`config.mk`:
```
export PLATFORM = sky130hd
export DESIGN_NAME = fifo_rd_stream
export DESIGN_NICKNAME = d
export VERILOG_FILES = /design/src/rtl/fifo_rd_stream.sv
export SDC_FILE = /design/constraint.sdc
export NUM_CORES = 1
export LEC_CHECK = 0
export ABC_CLOCK_PERIOD_IN_PS = 2600
export BUFFER_PORTS_ARGS = -buffer_cell sky130_fd_sc_hd__buf_2
export CAP_MARGIN = 30
export CORE_MARGIN = 5
export CORE_UTILIZATION = 55
export DETAILED_ROUTE_END_ITERATION = 6
export HOLD_SLACK_MARGIN = 0.12
export PLACE_DENSITY = 0.72
export RECOVER_POWER = 100
export SLEW_MARGIN = 25
export SYNTH_ARGS = -nofsm -noshare
export SYNTH_HDL_FRONTEND = slang
export SYNTH_SLANG_ARGS = --single-unit
```
`constraint.sdc`:
```
create_clock -name clk_rd -period 2.6 [get_ports clk_rd]
set_input_delay 0.78 -clock clk_rd [delete_from_list [all_inputs] [get_ports clk_rd]]
set_output_delay 0.78 -clock clk_rd [all_outputs]
set_load 0.02 [all_outputs]
```
`src/rtl/fifo_rd_stream.sv`:
```
// rtl/fifo_rd_stream.sv - FIFO read-side consumer presenting a framed valid/ready stream
// Optional statistics outputs (pkt_count, stall_count) are built when FIFO_RD_STREAM_STATS_EN is defined.
module fifo_rd_stream #(
    parameter int DATA_WIDTH = 8,
    parameter int PKT_LEN    = 16,
    parameter int CNT_WIDTH  = 16
) (
    input  logic                  clk_rd,
    input  logic                  rst,
    input  logic                  en,
    input  logic                  fifo_empty,
    input  logic [DATA_WIDTH-1:0] fifo_data,
    output logic                  fifo_rd,
    output logic [DATA_WIDTH-1:0] m_data,
    output logic                  m_valid,
    output logic                  m_last,
    input  logic                  m_ready,
    output logic                  busy
`ifdef FIFO_RD_STREAM_STATS_EN
    ,
    output logic [31:0]           pkt_count,
    output logic [31:0]           stall_count
`endif
);

    localparam logic [CNT_WIDTH-1:0] LAST_IDX = CNT_WIDTH'(PKT_LEN - 1);

    typedef enum logic [1:0] {
        IDLE = 2'd0,
        RUN  = 2'd1,
        STOP = 2'd2
    } state_t;

    state_t                 state_q;
    logic [CNT_WIDTH-1:0]   issue_cnt_q;
    logic [CNT_WIDTH-1:0]   issue_cnt_d;
    logic                   inflight_q;
    logic                   inflight_last_q;
    logic [1:0]             buf_cnt_q;
    logic [DATA_WIDTH-1:0]  buf_data_q [2];
    logic                   buf_last_q [2];

    logic                   xfer;
    logic                   issue_last;
    logic [2:0]             occ;

    assign xfer       = m_valid && m_ready;
    assign issue_last = (issue_cnt_q == LAST_IDX);
    assign occ        = {1'b0, buf_cnt_q} + {2'b00, inflight_q};
    assign issue_cnt_d = issue_last ? '0 : issue_cnt_q + 1'b1;

    // Pop whenever reading is allowed and the word will have a buffer slot when it lands.
    always_comb begin
        fifo_rd = (state_q == RUN || state_q == STOP) && !fifo_empty
                  && (occ < 3'd2 || xfer);
    end

    // Stream outputs come straight from the buffer head register.
    always_comb begin
        m_valid = (buf_cnt_q != 2'd0);
        m_data  = buf_data_q[0];
        m_last  = buf_last_q[0];
        busy    = (state_q != IDLE) || inflight_q || (buf_cnt_q != 2'd0);
    end

    // Control FSM: stopping mid-packet keeps popping until the packet's last word is issued.
    always_ff @(posedge clk_rd or posedge rst) begin
        if (rst) begin
            state_q <= IDLE;
        end else begin
            case (state_q)
                IDLE: if (en) state_q <= RUN;
                RUN: begin
                    if (!en) begin
                        if (issue_cnt_q == '0 || (fifo_rd && issue_last)) state_q <= IDLE;
                        else                                              state_q <= STOP;
                    end
                end
                STOP: if (fifo_rd && issue_last) state_q <= IDLE;
                default: state_q <= IDLE;
            endcase
        end
    end

    // Issue counter and in-flight tracker; the last flag is fixed at pop time.
    always_ff @(posedge clk_rd or posedge rst) begin
        if (rst) begin
            issue_cnt_q     <= '0;
            inflight_q      <= 1'b0;
            inflight_last_q <= 1'b0;
        end else begin
            if (fifo_rd) issue_cnt_q <= issue_cnt_d;
            inflight_q      <= fifo_rd;
            inflight_last_q <= fifo_rd && issue_last;
        end
    end

    // Two-entry skid buffer; entry 0 is always the head, pops shift entry 1 down.
    always_ff @(posedge clk_rd or posedge rst) begin
        if (rst) begin
            buf_cnt_q <= 2'd0;
            for (int i = 0; i < 2; i++) begin
                buf_data_q[i] <= '0;
                buf_last_q[i] <= 1'b0;
            end
        end else begin
            case ({inflight_q, xfer})
                2'b10: begin
                    buf_data_q[buf_cnt_q[0]] <= fifo_data;
                    buf_last_q[buf_cnt_q[0]] <= inflight_last_q;
                    buf_cnt_q                <= buf_cnt_q + 2'd1;
                end
                2'b01: begin
                    buf_data_q[0] <= buf_data_q[1];
                    buf_last_q[0] <= buf_last_q[1];
                    buf_cnt_q     <= buf_cnt_q - 2'd1;
                end
                2'b11: begin
                    if (buf_cnt_q == 2'd1) begin
                        buf_data_q[0] <= fifo_data;
                        buf_last_q[0] <= inflight_last_q;
                    end else begin
                        buf_data_q[0] <= buf_data_q[1];
                        buf_last_q[0] <= buf_last_q[1];
                        buf_data_q[1] <= fifo_data;
                        buf_last_q[1] <= inflight_last_q;
                    end
                end
                default: ;
            endcase
        end
    end

`ifdef FIFO_RD_STREAM_STATS_EN
    // Packet counter wraps; stall counter saturates.
    always_ff @(posedge clk_rd or posedge rst) begin
        if (rst) begin
            pkt_count   <= '0;
            stall_count <= '0;
        end else begin
            if (xfer && m_last) pkt_count <= pkt_count + 32'd1;
            if (m_valid && !m_ready && stall_count != 32'hFFFF_FFFF)
                stall_count <= stall_count + 32'd1;
        end
    end
`endif

endmodule
```
# Word level (Yosys, flattened, before mapping)
# Index checks and enable logic that the tools add are counted.
# totals
register_bits,40
input_bits,13
output_inout_bits,12
word_cells,69
# classes
add_sub_neg,4
order_cmp,3
n_eq_ne,11
mux,21
bitwise,1
reduce_logical,20
# ops
operator,count
2-to-1 mux 8 bit,3
one-hot mux 8 bit (3 select lines),1
"adder 16 x 1 -> 16 bit, second input constant",1
bitwise mux 16 bit,1
"== test 16 x 4 -> 1 bit, second input constant",1
zero test 16 bit,1
2-to-1 mux 16 bit,1
one-hot mux 8 bit (2 select lines),1
demux 8 bit (select 1 bit),1
2-to-1 mux 2 bit,4
nonzero test 2 bit,4
"== test 2 x 1 -> 1 bit, second input constant",3
"== test 2 bit, second input constant",3
"inequality test 2 bit, second input constant",3
one-hot mux 2 bit (3 select lines),1
logical AND 1 bit,5
logical OR 1 bit,5
one-hot mux 2 bit (2 select lines),1
adder 2 x 1 -> 3 bit,1
"< comparator 3 x 2 -> 1 bit, second input constant",1
2-to-1 mux 1 bit,3
one-hot mux 1 bit (3 select lines),1
AND reduction 3 bit,1
nonzero test 3 bit,1
12 further kinds,12

# Longest topological paths before layout
# Gate-level depths: netlist (run 1).
# logic_depth
depth_word,9
mapped_depth,12

# Worst setup path before layout (run 1)
# OpenSTA, ideal clock, no wires.
# synth_path
kind,input -> output
start,input m_ready
end,output fifo_rd
t_arrival_ns,1.502
required_ns,1.820
slack_ns,0.318
cell_stages,4
path_cell_list,nor2b_1 > clkbuf_1 > o21ai_2 > inv_2
# synth_via
elab_chain_len,3
# synth_rtl
item,line,source
from (decl),17,"input logic m_ready,"
logical AND 1 bit,47,assign xfer = m_valid && m_ready;
logical OR 1 bit,55,&& (occ < 3'd2 || xfer);
logical AND 1 bit,55,
to (decl),13,"output logic fifo_rd,"
# No other way between the ends.

# Final worst setup path (run 1)
# layout_path
start,register buf_cnt_q[0]
end,output fifo_rd
# layout_via
elab_chain_len,4
elab_cells_between_ends,6
# layout_rtl
item,line,source
from (decl),39,logic [1:0] buf_cnt_q;
from (signal assigned),111,buf_cnt_q <= buf_cnt_q + 2'd1;
from (signal assigned),116,buf_cnt_q <= buf_cnt_q - 2'd1;
adder 2 x 1 -> 3 bit / nonzero test 2 bit (equally long branches),"49, 60",
< comparator 3 x 2 -> 1 bit / logical AND 1 bit (equally long branches),"55, 47",
logical OR 1 bit *,55,
logical AND 1 bit *,55,
# Mark *: on every way between the ends. The rest lies on a longest branch, timed or not.

==> summary.txt, run 1 <==
Timing
  – Setup violators final: 0
  – Pins over their slew limit: 0
  – Min Clock Period, post-route: ~2.4 ns
  – Relative slew slack: a little over a third
  – RSZ-0062 raised after global routing: no
  – Fmax: roughly 410 MHz
  – Final Worst Setup Slack: 0.173 ns
  – Setup TNS: 0 ns
  – Final Hold Fails: 0
  – Fin Hold WS: between 0.4 and 0.5 ns
  – Skew final: 0.00334 ns
  – Transition time of the tightest slew-check pin: between 0.9 and 1 ns
  – Period utilization: 93.4%

Worst setup path
  – Critical path class: reg2out
  – Critical-path cell list: inv_1 > ha_1 > nor2b_1 > buf_4 > o21ai_2 > inv_2 > clkbuf_2
  – Slowest-stage cell, CP: dfrtp_2
  – CP required: about 1.8 ns
  – Critical Path Max Stage Delay: ~0.47 ns
  – Critical Path AT: 1.65 ns
  – CP endpoint kind: output pin
  – CP Max Fanout: 7
  – CP Launch Type: flop

Clocking
  – Clock transition at the registers of the reported paths: 0.08 ns
  – Clk sinks: 40
  – Root Buffer: clkbuf_8
  – Skew-Pair Late Insertion Delay: 0.29 ns
  – CTS tree: yes
  – Maximum clock path buffer count: 2
  – Htree depth: 2
  – CTS buffer count: 5
  – Post-CTS setup repair buffer count: 0

Route
  – Vias per inst: roughly 5.5
  – Detailed Route WL: between 4000 and 5000 um
  – Routed via count: 1592
  – Wirelength per Cell: ~14 um
  – DRC: 0
  – Routed Antenna Nets: 0
  – Pre-Repair DR Iteration Count: 4
  – Initial drt markers: 88

Finish
  – Layout cells sized above 1: between 10% and 20%
  – Most frequent cells in the layout: dfrtp_1 (39), nand2_1 (27), nand3_1 (20)
  – Layout area overhead: 10.7%
  – Fillcell total: 320
  – Commonest non-fill, non-tap cell in the layout: dfrtp_1
  – Ant. Diodes: 0
  – Net count, final: ~270
  – Design area: 2360 um2

Power and ir drop
  – Sequential share of power: a little under two fifths
  – Clk pwr share: around a fifth
  – PD cells: between 1000 and 1500 nW/um2
  – Sw Ratio: 42.2%
  – Power Internal: around 1.5 mW
  – Sw power: around 1.1 mW
  – Leakage: between 1 and 1.5 nW
  – VDD IR max: about 0.00040 V
  – Combinational power share: a little over two fifths
  – Tot Pwr: 2.66 mW

Synth
  – Main combinational cell family by area after synthesis: simple AND/OR/NAND/NOR gates
  – Post-synthesis compound-gate area fraction: around 14%
  – Synth top area cells: dfrtp_1 (47%), ha_1 (6.4%), nand2_1 (4.7%)
  – Post-Synth Simple-Gate Area: between 20% and 30%
  – Netlist cell types: 42
  – Area leader, netlist: dfrtp_1
  – Xor-xnor portion of the synthesized cell area: around 4.5%
  – Cell Area, Synth: 2140 um2
  – Yosys reg bits: 40
  – Synth top area share: 46.8%
  – Multiplexer share of the synthesized area: less than 1%
  – Syn_nets: between 200 and 250
  – Most used DFF post-synth: dfrtp_1
  – Warning count from the yosys run: 0
  – Cells after Synth: 218
  – Seq/Total Area, Yosys: between 40% and 50%
  – Adder-Cell Fraction of Synth Area: under 10%
  – Synth Area per Inst: slightly below 10 um2
  – FFs w/ async S/R, synth: 100%
  – Number of flops mapped to enable cells by yosys: 0

Run status
  – Run status: finished clean

Floorplanning
  – # rows: 22
  – Die area: between 5000 and 6000 um2
  – Die width: about 72 um
  – Die Ht: about 72 um
  – CORE AREA: 3720 um2
  – Initial Util: between 50% and 60%
  – IO Count: 25

Min path
  – Worst hold path type: reg2reg

Global route
  – Vias in the first global route: between 1500 and 2000
  – Global-route wire length before repair: ~7000 um
  – Initial antenna violation count: 0
  – Largest net degree at the start of global routing: 41
  – Gr ovfl total: 0
  – Total track usage: 17.3%

Flow run
  – Max Cap Viol: 0

Place
  – Placement Setup Slack: around 0.29 ns
  – GP Congestion: around 0.8
  – Placed cell area: 2270 um2
  – I/O Buffers: 24
  – Final HPWL DP: around 2800 um
-- cells in the mapped netlist, types with 2 or more instances --
library cell	number
o211ai_1	2
xnor2_1	11
and3_1	5
inv_1	13
nor4_4	3
nand4_1	6
clkbuf_1	2
o31ai_1	3
buf_2	2
nand3_1	20
buf_4	8
o21ai_0	9
nand2_1	27
a21oi_1	10
a22oi_1	9
dfrtp_1	40
nor2_1	12
o21ai_1	2
ha_1	11
-- worst max-delay path: cells and delay by family (launching register included) --
kind / cells / cell delay [ns]
AND/OR/NAND/NOR: 1 / 0.06
AO/OA/AOI/OAI: 1 / 0.17
adder cells (fa/ha/maj): 1 / 0.20
flip-flops: 1 / 0.47
buffers and inverters: 4 / 0.45
-- path summary, 6_finish.rpt --
check,depth (start not counted),endpoint,from,slack (ns)
worst max-delay path,7,fifo_rd,buf_cnt_q[0],0.17
worst min register to register,2,buf_data_q[6],buf_data_q[6],0.47
min in group asynchronous,3,m_data[0],rst,0.77
worst max register to register,9,m_data[1],buf_cnt_q[0],0.51
max in group asynchronous,3,buf_cnt_q[0],rst,1.18
worst min-delay path,2,buf_data_q[6],buf_data_q[6],0.47
-- sequential cells by signal, indices dropped and copies added, names as in the netlist --
signal,cells
issue_cnt_q,16
buf_data_q,8
m_data,8
buf_cnt_q,2
state_q,2
buf_last_q,1
inflight_last_q,1
inflight_q,1
m_last,1
-- layer usage --
layer | vias to the layer above | share of wire (%) | track usage (%)
met3 | 5 | 5.0 | 5.82
met2 | 27 | 48 | 27.5
met4 | 0 | 0.80 | 3.76
met5 | - | 0 | 0
met1 | 749 | 47 | 22.9
li1 | 811 | - | -
-- final cells by class --
class	count	area, um2	area share [%]
clock buffers	5	68.8	2.91
clock inverters	3	46.3	1.96
inverters	14	52.6	2.22
multi-input cells	151	1000	42.3
flip-flops and latches	40	1000	42.4
well taps	48	60.1	2.54
repair buffers	29	134	5.66
-- metrics by stage --
step / instances / util, %
finish: 290 / 63.6
detailed placement: 282 / 61.1
floorplan: 218 / -
global placement: 282 / 61.1
global route: 290 / 63.6
CTS: 290 / 64.2
-- timing repair --
action / in CTS / in global routing
endpoints found under the hold margin: 0 / 0
hold buffers: 0 / 0
gates resized for setup: 0 / 1
endpoints found under the setup margin: 0 / 1
-- kinds of logic (layout without fill, tap and decap cells) --
logic type	after synthesis	after routing
adders and majority gates	11	11
muxes	2	2
xor gates and xnor gates	11	11
buffers and inverters	27	51
AOI/OAI and AO/OA	44	44
and+or+nand+nor	83	83
DFF	40	40
-- power by group through the flow --
stage | clock (mW) | sequential (mW) | combinational (mW)
2_1_floorplan | 0 | 0.981 | 0.969
3_5_place_dp | 0 | 1.02 | 1.17
3_3_place_gp | 0 | 1.01 | 1.15
4_1_cts | 0.532 | 1.01 | 1.18
5_1_grt | 0.561 | 1.05 | 1.29
6_report | 0.520 | 1.01 | 1.13
Power figures use the tool's default switching activity.
==> inputs of run 2 (changes only) <==
--- a/config.mk
+++ b/config.mk
@@ -9,10 +9,10 @@
 export BUFFER_PORTS_ARGS = -buffer_cell sky130_fd_sc_hd__buf_2
 export CAP_MARGIN = 30
 export CORE_MARGIN = 5
-export CORE_UTILIZATION = 55
+export CORE_UTILIZATION = 50
 export DETAILED_ROUTE_END_ITERATION = 6
 export HOLD_SLACK_MARGIN = 0.12
-export PLACE_DENSITY = 0.72
+export PLACE_DENSITY = 0.66
 export RECOVER_POWER = 100
 export SLEW_MARGIN = 25
 export SYNTH_ARGS = -nofsm -noshare
==> run 2 against run 1 <==
Hold slack improved by 0.0052 ns. Clock skew rose by 0.0039 ns. Combinational power barely moved. Fmax fell by 0.90%. First-iteration DRC count rose by 4.5%. Non-clock buffer count did not move. Largest power group unchanged.
==> summary.txt, run 2 (synthesis results as in run 1) <==
Run status
  – Run status: finished clean

Floorplanning
  – Die area: 5680 um2 (+8.6%)
  – CORE AREA: 4060 um2 (+9.2%)
  – # rows: 23 (+4.5%)
  – Die width: 75.4 um (+4.2%)
  – IO Count: 25 (unchanged)
  – Initial Util: 52.7% (-4.8 points)
  – Die Ht: 75.4 um (+4.2%)

Route
  – Routed via count: 1569 (-1.4%)
  – Pre-Repair DR Iteration Count: 4 (unchanged)
  – Wirelength per Cell: 13.3 um (-3.8%)
  – Routed Antenna Nets: 0 (unchanged)
  – DRC: 0 (unchanged)
  – Detailed Route WL: 3900 um (-3.1%)
  – Vias per inst: 5.37 (-2.1%)
  – Initial drt markers: 92 (+4.5%)

Power and ir drop
  – Sw power: 1.11 mW (-0.99%)
  – PD cells: 1120 nW/um2 (-0.37%)
  – Sequential share of power: 37.4% (-0.6 points)
  – Sw Ratio: 41.9% (-0.28 points)
  – Leakage: 1.09 nW (+0.13%)
  – Power Internal: 1.54 mW (+0.17%)
  – VDD IR max: 0.000467 V (+16%)
  – Combinational power share: 43.1% (+0.6 points)
  – Clk pwr share: 19.5% (about the same)

Clocking
  – Skew-Pair Late Insertion Delay: 0.29 ns (about the same)
  – Hold buffers post-CTS: 0 (unchanged)
  – Maximum clock path buffer count: 2 (unchanged)
  – CTS buffer count: 5 (unchanged)
  – Clock transition at the registers of the reported paths: 0.08 ns (about the same)
  – Htree depth: 2 (unchanged)
  – Clk sinks: 40 (unchanged)
  – Post-CTS setup repair buffer count: 0 (unchanged)
  – Root Buffer: clkbuf_8
  – CTS tree: yes
  – Post-CTS sizing: 0 (unchanged)

Worst setup path
  – Slowest-stage cell, CP: dfrtp_1
  – R2R Setup Slk: 0.41 ns (-0.10 ns)
  – R2R depth: 9 (unchanged)
  – CP Max Fanout: 10 (+3)
  – Critical-path cell list: inv_1 > ha_1 > nor2b_1 > o21ai_2 > inv_2 > buf_2
  – CP Launch Type: flop
  – R2R Path End: buf_data_q[1]
  – Critical Path AT: 1.67 ns (+0.02 ns)
  – CP endpoint kind: output pin
  – Top Family by Delay on Critical Path: buffers and inverters
  – Critical Path Max Stage Delay: 0.39 ns (-0.08 ns)
  – Worst Path Buf+Inv: 3 (-1)
  – Critical path class: reg2out
  – CP required: 1.82 ns (about the same)
  – Reg2Reg Launch Point: buf_cnt_q[1]

Global route
  – Global-route wire length before repair: 6860 um (-4.1%)
  – Vias in the first global route: 1533 (-2.2%)
  – Gr ovfl total: 0 (unchanged)
  – Total track usage: 15.6% (-1.7 points)
  – Initial antenna violation count: 0 (unchanged)
  – Largest net degree at the start of global routing: 41 (unchanged)

Timing
  – Setup violators final: 0 (unchanged)
  – Fmax: 408 MHz (-0.90%)
  – RSZ-0062 raised after global routing: no
  – Transition time of the tightest slew-check pin: 0.960 ns (-0.00738 ns)
  – Min Clock Period, post-route: 2.45 ns (+0.0221 ns)
  – Relative slew slack: 36.0% (+0.49 points)
  – Final Hold Fails: 0 (unchanged)
  – Setup TNS: 0 ns (unchanged)
  – Period utilization: 94.2% (+0.85 points)
  – Skew final: 0.00726 ns (+0.00392 ns)
  – Pins over their slew limit: 0 (unchanged)

Place
  – GP Congestion: 0.791 (-2.0%)
  – Placed cell area: 2270 um2 (+0.11%)
  – I/O Buffers: 24 (unchanged)
  – Final HPWL DP: 2770 um (-1.8%)

Finish
  – Commonest non-fill, non-tap cell in the layout: dfrtp_1
  – Layout cells sized above 1: 13.6% (-0.41 points)
  – Layout area overhead: 10.7% (about the same)
  – Reg with most FFs: issue_cnt_q
  – Most frequent cells in the layout: dfrtp_1 (40), nand2_1 (27), nand3_1 (20)
  – Ant. Diodes: 0 (unchanged)
  – Net count, final: 265 (unchanged)
  – Design area: 2370 um2 (about the same)
  – Flip-flop count of the largest register, all copies and words added: 16 (unchanged)

Min path
  – Worst Hold End: buf_data_q[6]
  – Hold path depth: 2 (unchanged)
  – Worst hold path type: reg2reg
  – HP Start: buf_data_q[6]

Flow run
  – Max Cap Viol: 0 (unchanged)
## run 2: metal layers
layer	vias to the layer above	global-route usage, %	part of all wire, %	routed length, um
met4	0	4.66	1.2	48
met5	-	0	0	0
met3	8	3.17	4.0	156
met2	20	25.2	46	1780
met1	737	21.2	49	1920
li1	804	-	-	-
## run 2: area by class of cell
class                      count  area (um2)
fill                         365        1690
sequential                    40        1000
multi-input combinational    151        1000
timing repair buffer          29         134
clock buffer                   5        68.8
tap                           50        62.6
inverter                      14        52.6
clock inverter                 3        46.3
## run 2: metrics by stage
step	total power, mW	hold slack (ns)	utilization, %	instances	setup slack (ns)
CTS	2.71	0.476	58.9	292	0.109
detailed placement	2.18	0.458	56.1	284	0.234
global placement	2.17	0.450	56.1	284	0.235
global route	2.90	0.518	58.3	292	0.0172
floorplan	1.95	0.440	-	218	0.318
finish	2.65	0.474	58.3	292	0.151
## run 2: tightest hold or removal path, stage by stage (launching register included)
cell and delay [ns]:
dfrtp_1 0.35, nand2_1 0.05, nand2_1 0.05
## run 2: power by group through the flow
| stage | clock network (mW) | logic, mW | registers (mW) |
|---|---|---|---|
| after floorplan | 0 | 0.969 | 0.981 |
| after global placement | 0 | 1.17 | 0.996 |
| after detailed placement | 0 | 1.18 | 1.00 |
| after CTS | 0.532 | 1.19 | 0.990 |
| after global routing | 0.550 | 1.32 | 1.03 |
| final | 0.516 | 1.14 | 0.991 |
## run 2: worst max-delay path by stage
| stage | cells after the start | slack, ns | endpoint | from |
|---|---|---|---|---|
| global placement | 5 | 0.23 | fifo_rd | m_ready |
| floorplan | 4 | 0.32 | fifo_rd | m_ready |
| global route | 6 | 0.02 | fifo_rd | buf_cnt_q[1] |
| CTS | 6 | 0.11 | fifo_rd | buf_cnt_q[1] |
| detailed placement | 5 | 0.23 | fifo_rd | m_ready |
| finish | 6 | 0.15 | fifo_rd | buf_cnt_q[1] |
